**src/rtl/fp_block_packer.sv**
```systemverilog
// rtl/fp_block_packer.sv - packs decoded sign/exponent/mantissa into IEEE-754 doubles through a small FIFO with block framing
module fp_block_packer #(
  parameter int BLOCK_VALS = 16,
  parameter int FIFO_DEPTH = 4
) (
  input  logic        clk,
  input  logic        reset,
  input  logic [51:0] s_fp_data_frac,
  input  logic [10:0] s_fp_data_expo,
  input  logic        s_fp_data_sign,
  input  logic        s_fp_valid,
  output logic        s_fp_ready,
  output logic [63:0] m_tdata,
  output logic        m_tlast,
  output logic        m_tvalid,
  input  logic        m_tready,
  output logic [31:0] blk_count,
  output logic [63:0] beat_count
);

  localparam int AW = $clog2(FIFO_DEPTH);
  localparam int CW = $clog2(FIFO_DEPTH + 1);
  localparam int PW = (BLOCK_VALS > 1) ? $clog2(BLOCK_VALS) : 1;
  localparam logic [CW-1:0] OCC_FULL = CW'(FIFO_DEPTH);
  localparam logic [PW-1:0] POS_LAST = PW'(BLOCK_VALS - 1);

  logic [63:0]   mem_q [FIFO_DEPTH];
  logic [AW-1:0] wr_ptr_q, wr_ptr_d;
  logic [AW-1:0] rd_ptr_q, rd_ptr_d;
  logic [CW-1:0] occ_q, occ_d;
  logic [PW-1:0] pos_q, pos_d;
  logic [31:0]   blk_q, blk_d;
  logic [63:0]   beat_q, beat_d;
  logic          push, pop;

  // Ready and valid are gated by reset so nothing transfers during a reset cycle.
  assign m_tvalid   = !reset && (occ_q != '0);
  assign s_fp_ready = !reset && ((occ_q != OCC_FULL) || m_tready);
  assign m_tlast    = m_tvalid && (pos_q == POS_LAST);
  assign m_tdata    = mem_q[rd_ptr_q];
  assign blk_count  = blk_q;
  assign beat_count = beat_q;

  assign push = s_fp_valid && s_fp_ready;
  assign pop  = m_tvalid && m_tready;

  always_comb begin
    wr_ptr_d = wr_ptr_q;
    rd_ptr_d = rd_ptr_q;
    occ_d    = occ_q;
    pos_d    = pos_q;
    blk_d    = blk_q;
    beat_d   = beat_q;
    if (push) begin
      wr_ptr_d = wr_ptr_q + AW'(1);
    end
    if (pop) begin
      rd_ptr_d = rd_ptr_q + AW'(1);
      beat_d   = beat_q + 64'd1;
      pos_d    = (pos_q == POS_LAST) ? '0 : pos_q + PW'(1);
      if (m_tlast) begin
        blk_d = blk_q + 32'd1;
      end
    end
    case ({push, pop})
      2'b10:   occ_d = occ_q + CW'(1);
      2'b01:   occ_d = occ_q - CW'(1);
      default: occ_d = occ_q;
    endcase
  end

  always_ff @(posedge clk) begin
    if (reset) begin
      wr_ptr_q <= '0;
      rd_ptr_q <= '0;
      occ_q    <= '0;
      pos_q    <= '0;
      blk_q    <= '0;
      beat_q   <= '0;
    end else begin
      wr_ptr_q <= wr_ptr_d;
      rd_ptr_q <= rd_ptr_d;
      occ_q    <= occ_d;
      pos_q    <= pos_d;
      blk_q    <= blk_d;
      beat_q   <= beat_d;
    end
  end

  // Storage is unreset; contents are only observed while m_tvalid is high.
  always_ff @(posedge clk) begin
    if (push) begin
      mem_q[wr_ptr_q] <= {s_fp_data_sign, s_fp_data_expo, s_fp_data_frac};
    end
  end

endmodule

```
**config.mk**
```make
export PLATFORM = sky130hd
export DESIGN_NAME = fp_block_packer
export DESIGN_NICKNAME = d
export VERILOG_FILES = /design/src/rtl/fp_block_packer.sv
export SDC_FILE = /design/constraint.sdc
export NUM_CORES = 1
export LEC_CHECK = 0
export BUFFER_PORTS_ARGS = -buffer_cell sky130_fd_sc_hd__buf_2
export CAP_MARGIN = 10
export CORE_MARGIN = 4
export CORE_UTILIZATION = 55
export CTS_BUF_LIST = sky130_fd_sc_hd__clkbuf_4
export CTS_CLUSTER_DIAMETER = 150
export DETAILED_ROUTE_END_ITERATION = 10
export PLACE_DENSITY = 0.84
export SYNTH_ARGS = -nofsm -noshare
export SYNTH_HDL_FRONTEND = slang
export SYNTH_SLANG_ARGS = --single-unit
```
**constraint.sdc**
```tcl
create_clock -name clk -period 5.6 [get_ports clk]
set_input_delay 1.12 -clock clk [delete_from_list [all_inputs] [get_ports clk]]
set_output_delay 1.12 -clock clk [all_outputs]
set_load 0.05 [all_outputs]
```
; ---- Word level (Yosys, flattened, before mapping)
; Memory sizes are Yosys's and may differ from the RTL's. A register that Yosys moved wholly into a read port is not among the register bits.
; Cells that the tools add are included.
[classes]
n_addsub = 7
n_eq_ne = 4
mux = 6
reduce_logical = 10
[op_table]
columns = cell, n
row1 = $add 64x1->64 const B, 1
row2 = $add 32x1->32 const B, 1
row3 = $pmux 3 s2, 1
row4 = $logic_and 1x1->1, 5
row5 = $add 2x1->2 const B, 2
row6 = $add 4x1->4 const B, 1
row7 = $eq 4x4->1 const B, 1
row8 = $mux 2, 2
row9 = $mux 4, 1
row10 = $add 3x1->3 const B, 1
row11 = $ne 3x3->1 const B, 1
row12 = $reduce_bool 3->1, 1
row13 = $sub 3x1->3 const B, 1
row14 = $eq 2x1->1 const B, 1
row15 = $eq 2x2->1 const B, 1
row16 = $mux 1, 2
row17 = $reduce_and 2->1, 1
row18 = $reduce_bool 2->1, 1
row19 = $logic_not 1->1, 1
row20 = $logic_or 1x1->1, 1
[word_totals]
mem_count = 1
out_inout_bits = 163
word_cells = 34
ram_bits = 256
ff_bits = 107
[mem_list]
columns = name, words, width, rd, rd_ports_with_merged_regs, wr, line
row1 = mem_q, 4, 64, 1, 1, 1, 27  ; logic [63:0] mem_q [FIFO_DEPTH];

; ---- Depth between registers and ports, before layout
[depth]
depth_word = 6
mapped_depth = 11

; ---- Least setup slack after synthesis
; No wires, ideal clock.
[synth_timing]
kind = input port to flip-flop
start = in reset
end = mem mem_q[0][0] (enable)
stages = 3
setup_ps = 429
t_arrival_ps = 3780
setup_slack_ps = 1391
path_cell_list = clkbuf_1 > nor2_1 > and3_1
[synth_between]
elab_chain_cells = 5
[synth_lines]
columns = item, line
row1 = "start, declared", 7  ; input logic reset,
row2 = $logic_not 1->1, 38  ; assign s_fp_ready = !reset && ((occ_q != OCC_FULL) || m_tready);
row3 = $logic_and 1x1->1, 38
row4 = net s_fp_ready, 12  ; output logic s_fp_ready,
row5 = $logic_and 1x1->1, 44  ; assign push = s_fp_valid && s_fp_ready;
row6 = $mux 1, 92  ; if (push) begin
row7 = $mux 1 (not written as such), 93  ; mem_q[wr_ptr_q] <= {s_fp_data_sign, s_fp_data_expo, s_fp_data_frac};
row8 = "end, declared", 27
; The timed path passes the listed nets, and every way through them passes these cells.

==> reports/summary.log <==
INFO  worst_hold_path hold_path_depth=2
INFO  power          power.combinational.fraction=7.9%
INFO  clock_tree     cts.reportedPaths.clkPinSlew=0.06ns
INFO  logic_synthesis synth-seq-cells=365
INFO  critical_path  worstSetupPathType=register to primary output
INFO  global_route   grt_first_pass_wirelength=49940um
INFO  logic_synthesis synth-seq-area-share=67.50%
INFO  logic_synthesis yosys_warnings=0
INFO  logic_synthesis postSynthAreaPerCell=14.84um2
INFO  power          power.leakage=6.019nW
INFO  worst_hold_path worstHoldStart=pos_q[1]
INFO  power          power.sequential.fraction=54.3%
INFO  logic_synthesis synth-edff-count=256
INFO  logic_synthesis post-synth-top-area-fraction=52.58%
INFO  timing         worst_slew_pin_slew=0.9191ns
INFO  timing         final-hold-violation-count=0
INFO  power          net-switching-power=1.328mW
INFO  logic_synthesis synth.area.mux_share=10.08%
INFO  clock_tree     cts_setup_buffers=0
INFO  floorplan      rows=59
INFO  drt            postRouteAntennaNets=0
INFO  drt            post-route-drc-count=0
INFO  logic_synthesis synth_simple_gate_area_share=12.38%
INFO  critical_path  path_max_fanout=39
INFO  timing         fin_crit=3.954ns
INFO  timing         maxSlewViolCount=0
INFO  drt            routed_wl=31690um
INFO  timing         final.setup.tns=0ns
INFO  place          place_hpwl=20740um
INFO  critical_path  register_to_register_path_setup_slack=2.66ns
INFO  floorplan      initial_core_util=55.95%
INFO  drt            via_count=9691
INFO  clock_tree     clk-insertion-delay-late=0.71ns
INFO  critical_path  worstPathRequired=4.48ns
INFO  final_layout   post_route_cells_drive_above_1_share=35.43%
INFO  logic_synthesis synth_area_leader_cell=edfxtp_1
INFO  logic_synthesis syn_std_cell_area=14620um2
INFO  timing         fin_worst_hold_slack=0.4884ns
INFO  critical_path  worst_setup_path_end_kind=primary output
INFO  drt            first_pass_iters=5
INFO  logic_synthesis adder_and_majority_cell_fraction_of_the_synthesized_area=0.8215%
INFO  clock_tree     cts_num_sinks=365
INFO  power          ir_worst_vdd=159.3uV
INFO  power          power_density=319.3nW/um2
INFO  drt            average_wire_per_cell_in_the_routed_design=18.92um
INFO  drt            avgViaCountPerCell=5.786
INFO  worst_hold_path hold-path-endpoint=pos_q[1]
INFO  logic_synthesis synth-main-ff-cell=edfxtp_1
INFO  critical_path  buffer_and_inverter_count_on_the_worst_path=2
INFO  timing         final_min_period_over_clock_period=70.60%
INFO  global_route   first_global_vias=9648
INFO  floorplan      dieArea=29260um2
INFO  critical_path  startpoint_of_the_worst_slack_reg_to_reg_timing_path=occ_q[0]
INFO  clock_tree     cell_at_the_root_of_the_clock_tree=clkbuf_4
INFO  critical_path  critical_path_arrival=2.83ns
INFO  floorplan      ios=231
INFO  floorplan      die_width=171.0um
INFO  flow_run       maxCapViolCount=0
INFO  logic_synthesis synth_compound_gate_area_share=4.244%
INFO  logic_synthesis syn_inst=985
INFO  final_layout   fillerInstances=1889
INFO  clock_tree     clock_tree_from_tritoncts=built
INFO  logic_synthesis synth_cell_types=49
INFO  critical_path  critical_path.max_stage_delay=0.89ns
INFO  clock_tree     cts_resized=0
INFO  logic_synthesis synth_most_common_cell=edfxtp_1
INFO  clock_tree     clk_path_buf_depth=3
INFO  critical_path  worst_path_max_delay_cell=dfxtp_4
INFO  floorplan      fp.coreArea=26130um2
INFO  critical_path  reg2regPathDepth=5
INFO  logic_synthesis synth.net_count=1062
INFO  critical_path  path_delay_family=flip-flops
INFO  global_route   antenna_found_initial=2
INFO  clock_tree     htreeDepth=3
INFO  place          gpl.final_weighted_congestion=0.8556
INFO  clock_tree     post_cts_hold_buffer_count=0
INFO  power          cellInternalPower=4.162mW
INFO  global_route   grt_max_degree=78
INFO  outcome        run_status=complete, no violations
INFO  global_route   grt.total_usage=21.51%
INFO  power          swShare=24.19%
INFO  timing         timing.max_slew.rel_slack=38.73%
INFO  floorplan      die_height=171.0um
INFO  worst_hold_path hold_class=register to register
INFO  critical_path  crit_chain=buf_4 > mux4_2 > buf_2
INFO  timing         setup_viol=0
INFO  logic_synthesis synthXorXnorAreaFrac=2.935%
INFO  final_layout   syn_to_final_growth=17.58%
INFO  place          placement.io_buffers=230
INFO  logic_synthesis synth_top_cells_by_area=edfxtp_1 (53%), dfxtp_1 (15%), mux4_2 (9.9%), nor2_1 (1.8%), xnor2_1 (1.7%)
INFO  clock_tree     numCtsBuffers=90
INFO  timing         clock.fmax=0.2529GHz
INFO  critical_path  critical_path.reg2reg.endpoint=beat_count[44]
INFO  logic_synthesis synth_async_sr_flop_share=0%
INFO  timing         setup_repair_after_global_routing_missed_its_margin=false
INFO  power          pwr-share-clk=37.8%
INFO  timing         fin_skew=0.07329ns
INFO  drt            drt_iter0_drc=764
INFO  logic_synthesis synth_top_family_by_area=simple AND/OR/NAND/NOR gates
INFO  global_route   global_route.overflow_total=0
INFO  final_layout   finalNetCount=1353
INFO  logic_synthesis post_synth_most_frequent_cells=edfxtp_1 (256), dfxtp_1 (109), nor2_1 (70), mux4_2 (64), a21oi_1 (49)
INFO  critical_path  cp-start-kind=register
[kinds of logic (layout without fill, tap and decap cells)]
kind of cell | count (synthesis) | after routing
XOR/XNOR | 49 | 49
multiplexers | 67 | 67
buffers and inverters | 64 | 414
AND/OR/NAND/NOR | 326 | 326
adder cells (fa/ha/maj) | 9 | 9
AO/OA/AOI/OAI | 105 | 105
other | 0 | 5
flip-flops | 365 | 365
[worst min-delay path: stages (launching register included)]
cell	delay, ns
dfxtp_1	0.33
nand3_1	0.07
nand2_1	0.05
[routing by layer]
metal	vias up	track usage [%]	routed length [um]	part of all wire, %
met3	46	6.331	2904	9.2
li1	4515	-	-	-
met1	4705	28.29	12770	40
met5	-	0	0	0
met4	0	6.889	614	1.9
met2	425	34.90	15390	49
[power groups by stage]
stage	sequential, mW	clock (mW)	combinational (mW)
final	2.98	2.08	0.436
after global routing	2.98	2.31	0.461
after CTS	2.98	2.14	0.440
after detailed placement	3.04	0	0.439
after global placement	3.03	0	0.430
after floorplan	3.02	0	0.326
[through the flow]
step	utilization (%)	setup slack, ns	power, mW	area [um2]	cells
2_1_floorplan	-	1.391	3.346	14620	985
3_3_place_gp	61.56	1.690	3.463	16090	1519
3_5_place_dp	61.56	1.603	3.476	16090	1519
4_1_cts	65.74	1.517	5.557	17180	1670
5_1_grt	65.76	1.379	5.755	17180	1672
6_report	65.79	1.646	5.489	17190	1675
[cells in the final DEF (no fill, tap or decap), drive strengths merged, types with 20 or more instances in the layout]
cell / count
dfxtp: 109
xnor2: 29
nand2: 44
o31ai: 21
nand3: 45
buf: 245
edfxtp: 256
xor2: 20
clkbuf: 133
inv: 20
mux4: 64
nand4: 32
a21oi: 49
o21ai: 22
nor2: 70
or4: 24
or3: 27
[state kept, by name, indices dropped and copies added, names as in the netlist, named ones only]
name        count
blk_count      32
wr_ptr_q        2
beat_count     64
pos_q           4
rd_ptr_q        2
occ_q           3
mem_q         256
[cell type report]
class / instances / area [um2] / share of cell area [%]
Antenna cell: 5 / 12.51 / 0.07278
Inverter: 18 / 67.56 / 0.3930
Sequential cell: 365 / 9874 / 57.44
Timing Repair Buffer: 245 / 1266 / 7.365
Clock buffer: 133 / 998.5 / 5.808
Clock inverter: 18 / 93.84 / 0.5459
Multi-Input combinational cell: 556 / 4459 / 25.94
Tap cell: 335 / 419.2 / 2.438
[worst max path at each step]
| stage | to | from | cells past startpoint |
|---|---|---|---|
| after floorplan | mem_q[0][0] | reset | 3 |
| after CTS | m_tdata[7] | register | 3 |
| after global routing | m_tdata[7] | register | 3 |
| after global placement | beat_count[34] | reset | 6 |
| after detailed placement | beat_count[36] | reset | 6 |
| final | m_tdata[7] | register | 3 |
Note: power is estimated with default switching activity, not from simulation.
